$ cat src/rtl/camera_pkg.sv
// -----------------------------------------------------------------------------
// camera_pkg
// Constants shared by the camera exposure controller:
//   - FSM state encoding (IDLE / EXPOSE / READOUT)
//   - READOUT step encoding (r0..r5)
//   - Exp_Time width and default EXP_MIN / EXP_MAX / EXP_RESET values
// No ports (package).
// -----------------------------------------------------------------------------
package camera_pkg;

    localparam int unsigned EXP_W         = 5;
    localparam int unsigned EXP_MIN_DEF   = 2;
    localparam int unsigned EXP_MAX_DEF   = 30;
    localparam int unsigned EXP_RESET_DEF = 16;

    typedef enum logic [1:0] {
        ST_IDLE    = 2'd0,
        ST_EXPOSE  = 2'd1,
        ST_READOUT = 2'd2
    } state_t;

    // Readout sequence: row 1 select, row 1 convert, row 1 release,
    // then the same three steps for row 2.
    typedef enum logic [2:0] {
        RD_R0 = 3'd0,
        RD_R1 = 3'd1,
        RD_R2 = 3'd2,
        RD_R3 = 3'd3,
        RD_R4 = 3'd4,
        RD_R5 = 3'd5
    } rd_step_t;

    localparam rd_step_t RD_LAST = RD_R5;

endpackage

$ cat src/rtl/exp_time_reg.sv
// -----------------------------------------------------------------------------
// exp_time_reg
// Exposure-time setting register with saturating up/down adjustment.
// Ports:
//   clk    in   clock, posedge
//   reset  in   synchronous active-high reset, loads RST
//   enable in   adjustment allowed this cycle
//   up     in   increment by 1, saturating at MAX
//   down   in   decrement by 1, saturating at MIN
//   value  out  current setting (EXP_W bits)
// up and down together leave the value unchanged.
// -----------------------------------------------------------------------------
module exp_time_reg
    import camera_pkg::*;
#(
    parameter int unsigned MIN = EXP_MIN_DEF,
    parameter int unsigned MAX = EXP_MAX_DEF,
    parameter int unsigned RST = EXP_RESET_DEF
) (
    input  logic             clk,
    input  logic             reset,
    input  logic             enable,
    input  logic             up,
    input  logic             down,
    output logic [EXP_W-1:0] value
);

    localparam logic [EXP_W-1:0] MIN_V = EXP_W'(MIN);
    localparam logic [EXP_W-1:0] MAX_V = EXP_W'(MAX);
    localparam logic [EXP_W-1:0] RST_V = EXP_W'(RST);

    // NOTE: state registers use non-blocking assignments so every flop
    // samples pre-edge values regardless of block evaluation order.
    always_ff @(posedge clk) begin
        if (reset) begin
            value <= RST_V;
        end else if (enable && (up != down)) begin
            if (up && (value < MAX_V)) begin
                value <= value + 1'b1;
            end else if (down && (value > MIN_V)) begin
                value <= value - 1'b1;
            end
        end
    end

endmodule

$ cat src/rtl/exposure_ctrl.sv
// -----------------------------------------------------------------------------
// exposure_ctrl
// Pixel-array exposure sequencer: IDLE (erase) -> EXPOSE (timer running)
// -> READOUT (fixed 6-step strobe sequence) -> IDLE.
// Ports:
//   Clk           in   clock, posedge
//   Reset         in   synchronous active-high reset
//   Init          in   shutter request level; a rising edge starts exposure
//   Exp_increase  in   exposure-up request (IDLE only)
//   Exp_decrease  in   exposure-down request (IDLE only)
//   Ovf5          in   exposure-done flag from the exposure timer
//   Start         out  run command to the exposure timer
//   Exp_Time[4:0] out  exposure setting to the exposure timer
//   Erase         out  pixel erase
//   Expose        out  pixel expose
//   NRE_1, NRE_2  out  active-low row read enables
//   ADC           out  conversion strobe
//   Err           out  one-cycle exposure-timeout pulse
// Build option: define EXPOSURE_CTRL_TIMEOUT_EN to add an EXPOSE watchdog of
// TIMEOUT_CYC cycles; otherwise Err is tied low and EXPOSE waits for Ovf5.
// -----------------------------------------------------------------------------
module exposure_ctrl
    import camera_pkg::*;
#(
    parameter int unsigned EXP_MIN     = EXP_MIN_DEF,
    parameter int unsigned EXP_MAX     = EXP_MAX_DEF,
    parameter int unsigned EXP_RESET   = EXP_RESET_DEF,
    parameter int unsigned TIMEOUT_CYC = 63
) (
    input  logic             Clk,
    input  logic             Reset,
    input  logic             Init,
    input  logic             Exp_increase,
    input  logic             Exp_decrease,
    input  logic             Ovf5,
    output logic             Start,
    output logic [EXP_W-1:0] Exp_Time,
    output logic             Erase,
    output logic             Expose,
    output logic             NRE_1,
    output logic             NRE_2,
    output logic             ADC,
    output logic             Err
);

    if (TIMEOUT_CYC < 1) begin : g_bad_timeout
        $error("exposure_ctrl: TIMEOUT_CYC must be at least 1");
    end

    state_t   state, state_nxt;
    rd_step_t step, step_nxt;
    logic     init_prev;
    logic     init_rise;
    logic     timeout;

    logic start_nxt, erase_nxt, expose_nxt, nre1_nxt, nre2_nxt, adc_nxt;

    // init_prev resets to 1 so a level already high at reset release is not
    // mistaken for a new shutter press.
    assign init_rise = Init & ~init_prev;

    // ---------------------------------------------------------------- watchdog
`ifdef EXPOSURE_CTRL_TIMEOUT_EN
    localparam int unsigned WD_W = (TIMEOUT_CYC > 1) ? $clog2(TIMEOUT_CYC) : 1;
    localparam logic [WD_W-1:0] WD_LAST = WD_W'(TIMEOUT_CYC - 1);

    logic [WD_W-1:0] wd;

    // wd counts completed EXPOSE cycles; the TIMEOUT_CYC-th one without Ovf5
    // ends the exposure.
    assign timeout = (state == ST_EXPOSE) && !Ovf5 && (wd == WD_LAST);

    always_ff @(posedge Clk) begin
        if (Reset || (state != ST_EXPOSE)) begin
            wd <= '0;
        end else begin
            wd <= wd + 1'b1;
        end
    end

    always_ff @(posedge Clk) begin
        if (Reset) begin
            Err <= 1'b0;
        end else begin
            Err <= timeout;
        end
    end
`else
    assign timeout = 1'b0;
    assign Err     = 1'b0;
`endif

    // ------------------------------------------------------------- exposure time
    // An Init rising edge wins over a same-cycle adjustment request.
    exp_time_reg #(
        .MIN (EXP_MIN),
        .MAX (EXP_MAX),
        .RST (EXP_RESET)
    ) u_exp_time (
        .clk    (Clk),
        .reset  (Reset),
        .enable ((state == ST_IDLE) && !init_rise),
        .up     (Exp_increase),
        .down   (Exp_decrease),
        .value  (Exp_Time)
    );

    // ------------------------------------------------------------ next state
    // Outputs are decoded from the next state and registered, so each output
    // flop holds the value belonging to the state register alongside it.
    // NOTE: every always_comb target gets a default first; a path that skips
    // an assignment would otherwise infer a latch.
    always_comb begin
        state_nxt  = state;
        step_nxt   = step;
        start_nxt  = 1'b0;
        erase_nxt  = 1'b0;
        expose_nxt = 1'b0;
        nre1_nxt   = 1'b1;
        nre2_nxt   = 1'b1;
        adc_nxt    = 1'b0;

        case (state)
            ST_IDLE: begin
                if (init_rise) begin
                    state_nxt = ST_EXPOSE;
                end
            end
            ST_EXPOSE: begin
                if (Ovf5) begin
                    state_nxt = ST_READOUT;
                    step_nxt  = RD_R0;
                end else if (timeout) begin
                    state_nxt = ST_IDLE;
                end
            end
            ST_READOUT: begin
                if (step == RD_LAST) begin
                    state_nxt = ST_IDLE;
                    step_nxt  = RD_R0;
                end else begin
                    step_nxt = rd_step_t'(step + 3'd1);
                end
            end
            default: begin
                state_nxt = ST_IDLE;
                step_nxt  = RD_R0;
            end
        endcase

        case (state_nxt)
            ST_EXPOSE: begin
                start_nxt  = 1'b1;
                expose_nxt = 1'b1;
            end
            ST_READOUT: begin
                case (step_nxt)
                    RD_R0: nre1_nxt = 1'b0;
                    RD_R1: begin
                        nre1_nxt = 1'b0;
                        adc_nxt  = 1'b1;
                    end
                    RD_R3: nre2_nxt = 1'b0;
                    RD_R4: begin
                        nre2_nxt = 1'b0;
                        adc_nxt  = 1'b1;
                    end
                    default: ;
                endcase
            end
            default: erase_nxt = 1'b1;
        endcase
    end

    // ------------------------------------------------------------ registers
    always_ff @(posedge Clk) begin
        if (Reset) begin
            state     <= ST_IDLE;
            step      <= RD_R0;
            init_prev <= 1'b1;
            Start     <= 1'b0;
            Erase     <= 1'b1;
            Expose    <= 1'b0;
            NRE_1     <= 1'b1;
            NRE_2     <= 1'b1;
            ADC       <= 1'b0;
        end else begin
            state     <= state_nxt;
            step      <= step_nxt;
            init_prev <= Init;
            Start     <= start_nxt;
            Erase     <= erase_nxt;
            Expose    <= expose_nxt;
            NRE_1     <= nre1_nxt;
            NRE_2     <= nre2_nxt;
            ADC       <= adc_nxt;
        end
    end

endmodule

$ cat config.mk
export PLATFORM = sky130hd
export DESIGN_NAME = exposure_ctrl
export DESIGN_NICKNAME = d
export VERILOG_FILES = /design/src/rtl/camera_pkg.sv /design/src/rtl/exp_time_reg.sv /design/src/rtl/exposure_ctrl.sv
export SDC_FILE = /design/constraint.sdc
export NUM_CORES = 1
export LEC_CHECK = 0
export ABC_AREA = 1
export BUFFER_PORTS_ARGS = -buffer_cell sky130_fd_sc_hd__buf_2
export CORE_MARGIN = 1
export CORE_UTILIZATION = 60
export CTS_BUF_LIST = sky130_fd_sc_hd__clkbuf_8
export CTS_CLUSTER_SIZE = 24
export DETAILED_ROUTE_END_ITERATION = 10
export PLACE_DENSITY_LB_ADDON = 0.25
export SETUP_SLACK_MARGIN = 0.3
export SYNTH_ARGS = -nofsm -noshare
export SYNTH_HDL_FRONTEND = slang
export SYNTH_SLANG_ARGS = --single-unit
$ cat constraint.sdc
create_clock -name Clk -period 2.7 [get_ports Clk]
set_input_delay 0.27 -clock Clk [delete_from_list [all_inputs] [get_ports Clk]]
set_output_delay 0.27 -clock Clk [all_outputs]
set_load 0.1 [all_outputs]
==> results.yml <==
outcome:
  status: "finished clean"
timing:
  clock.fmax_mhz: 552
  post-route-period-util_pct: 67.1
  whs_ns: 0.248
  setup_violations: 0
  timing.setup.tns_ns: 0
  rsz0062_at_grt: "false"
  period_needed_ns: 1.81
  fin_skew_ns: 0.00310
  drv_slew: 0
  fin_ws_ns: 0.887
  hold_viol: 0
synth:
  synth_cell_types: 28
  synth.area.top_cells: "dfxtp_1 34%, nand2_1 14%, nor2_1 8.0%, ha_1 6.7%, inv_1 6.0%"
  synth_top_area_cell: "dfxtp_1"
  synth_edf_count: 0
  synthesis.nets: 148
  yosys_most_used_dff: "dfxtp_1"
  seq_area_frac_synth_pct: 34.1
  synth_area_sq_um: 940
  syn_inst: 136
  async_flop_share_pct: 0
  ys_seq_elements: 16
  yosys_warnings: 0
  synth_area_per_cell_sq_um: 6.91
  yosys.area.top_type_share_pct: 34.1
grt:
  grt_max_degree: 9
  antenna_found_initial: 0
  grt_pass1_wl_um: 3370
  track_usage_pct: 25.0
  grt-ovfl-total: 0
  grt_pass1_vias: 834
setup_path:
  crit_arrival_ns: 1.99
  path_class: "flop to flop"
  slowest_stage: "dfxtp_1"
  startpoint_type: "flop"
  cp_common_cell: "nand2_1"
  max_stage_delay_ns: 0.40
  path_cells: "nand2_1, o21ai_2, ha_1, a21oi_1, nand2_1, xor2_1, nand2_1, a21oi_2"
  cp_max_fo: 6
  worst_setup_path_end_kind: "flop"
  cp_data_required_time_ns: 2.88
cells_and_area:
  n_antenna_cell: 0
  final_nets: 166
  synthToLayoutAreaGrowth_pct: 13.2
  drive_gt1_share_pct: 25.7
  fin_util_pct: 76.9
floorplan:
  rows: 13
  start_util_pct: 68.0
  die_h_um: 41.6
  fp.dieW_um: 41.6
  coreArea_sq_um: 1380
  die_area_sq_um: 1730
  ioPinCount: 18
clocking:
  cts_tree: "built"
  insertion_delay_ns: 0.25
  cts-htree-levels: 1
  clk_pin_slew_ns: 0.06
  cts_resized: 0
  cts_max_path_buffers: 2
  cts.sinks: 16
  hold_buffers: 0
  post_cts_buffers: 0
  cts-root-buf: "clkbuf_8"
  cts_buffers: 3
routing:
  ant_nets: 0
  drt_iter0_markers: 12
  drt-wirelength-per-cell_um: 11.7
  vias_per_cell: 5.32
  drc: 0
  finalWirelength_um: 1960
  first_pass_iters: 5
  vias: 889
worst_hold_path:
  hold_path.class: "primary input to flop"
placed_design:
  dp_slack_ns: 0.919
  hpwl_um: 1470
  io_buffers: 16
  gp_congestion: 0.776
power:
  peakVddDrop_mv: 0.383
  p_leak_nw: 0.543
  p_per_area_nw_per_um2: 625
job:
  cap_violations: 0
[per-stage QoR]
| stage | cells | total power, W | instance area (sq um) |
|---|---|---|---|
| 2_1_floorplan | 136 | 0.000458 | 942 |
| 4_1_cts | 167 | 0.000663 | 1060 |
| 5_1_grt | 167 | 0.000694 | 1060 |
| 3_3_place_gp | 164 | 0.000486 | 1020 |
| 3_5_place_dp | 164 | 0.000492 | 1020 |
| 6_report | 167 | 0.000664 | 1060 |
[cell usage in the layout, fill, tap and decap left out, types with 3 or more instances in the layout]
| cell type | n |
|---|---|
| nand3_1 | 11 |
| dfxtp_1 | 14 |
| nand2_1 | 35 |
| inv_1 | 15 |
| buf_2 | 16 |
| nor2_1 | 20 |
| clkbuf_8 | 3 |
| inv_2 | 4 |
| ha_1 | 5 |
| nor2_2 | 3 |
[report_power, final]
part / internal [W] / switching (W)
sequential: 0.000251 / 0.0000178
clock: 0.0000988 / 0.0000757
combinational: 0.0000522 / 0.000168
total: 0.000402 / 0.000262
[cells in the mapped netlist, types with 2 or more instances]
cell type and n:
nand3_1 11, a21oi_1 2, inv_2 4, nand2_2 2
a21oi_2 2, nor2_2 3, o21ai_0 2, buf_4 2
nand2_1 35, ha_1 5, inv_1 15, nor2_1 20
dfxtp_1 16, xor2_1 2, o21ai_2 2
[critical path: cells and delay by family (launching register included)]
| kind | cells | cell delay, ns |
|---|---|---|
| AO/OA/AOI/OAI | 3 | 0.58 |
| AND/OR/NAND/NOR | 3 | 0.28 |
| XOR/XNOR | 1 | 0.13 |
| adder cells (fa/ha/maj) | 1 | 0.36 |
| flip-flops | 1 | 0.40 |
[registers in the layout (all words and copies together) (netlist names)]
name / flops
ADC: 1
Erase: 1
Expose: 1
NRE_1: 1
NRE_2: 1
init_prev: 1
state: 2
step: 3
u_exp_time.value: 5
[kinds of logic after synthesis]
family / count (synthesis) / share of synthesized area, %
AOI/OAI and AO/OA: 11 / 7.86
xor gates and xnor gates: 3 / 2.80
adders and majority gates: 6 / 8.79
buffers and inverters: 23 / 10.3
DFF: 16 / 34.1
other: 1 / 0.399
and+or+nand+nor: 76 / 35.8
[worst paths after layout]
check                                   start                          endpoint  slack (ns)  cells past startpoint
min                                      Init              init_prev$_SDFF_PP1_        0.25                      3
max reg2reg  u_exp_time.value[3]$_SDFFE_PP0P_  u_exp_time.value[3]$_SDFFE_PP0P_        0.89                      8
max          u_exp_time.value[3]$_SDFFE_PP0P_  u_exp_time.value[3]$_SDFFE_PP0P_        0.89                      8
min reg2reg  u_exp_time.value[4]$_SDFFE_PP1P_  u_exp_time.value[4]$_SDFFE_PP1P_        0.51                      2
[area by class of cell]
| class | count | area, sq um |
|---|---|---|
| flip-flops and latches | 16 | 323 |
| clock buffers | 3 | 41.3 |
| inverters | 20 | 77.6 |
| well taps | 15 | 18.8 |
| repair buffers | 16 | 80.1 |
| multi-input cells | 97 | 523 |
| fillers | 107 | 319 |
[per-layer routing]
layer / up-vias / track usage (%) / wire (um)
li1: 447 / - / -
met2: 30 / 44.7 / 1000
met1: 400 / 27.3 / 790
met5: - / 0 / 0
met4: 0 / 14.2 / 94
met3: 12 / 4.78 / 71
(Power assumes the default switching activity.)
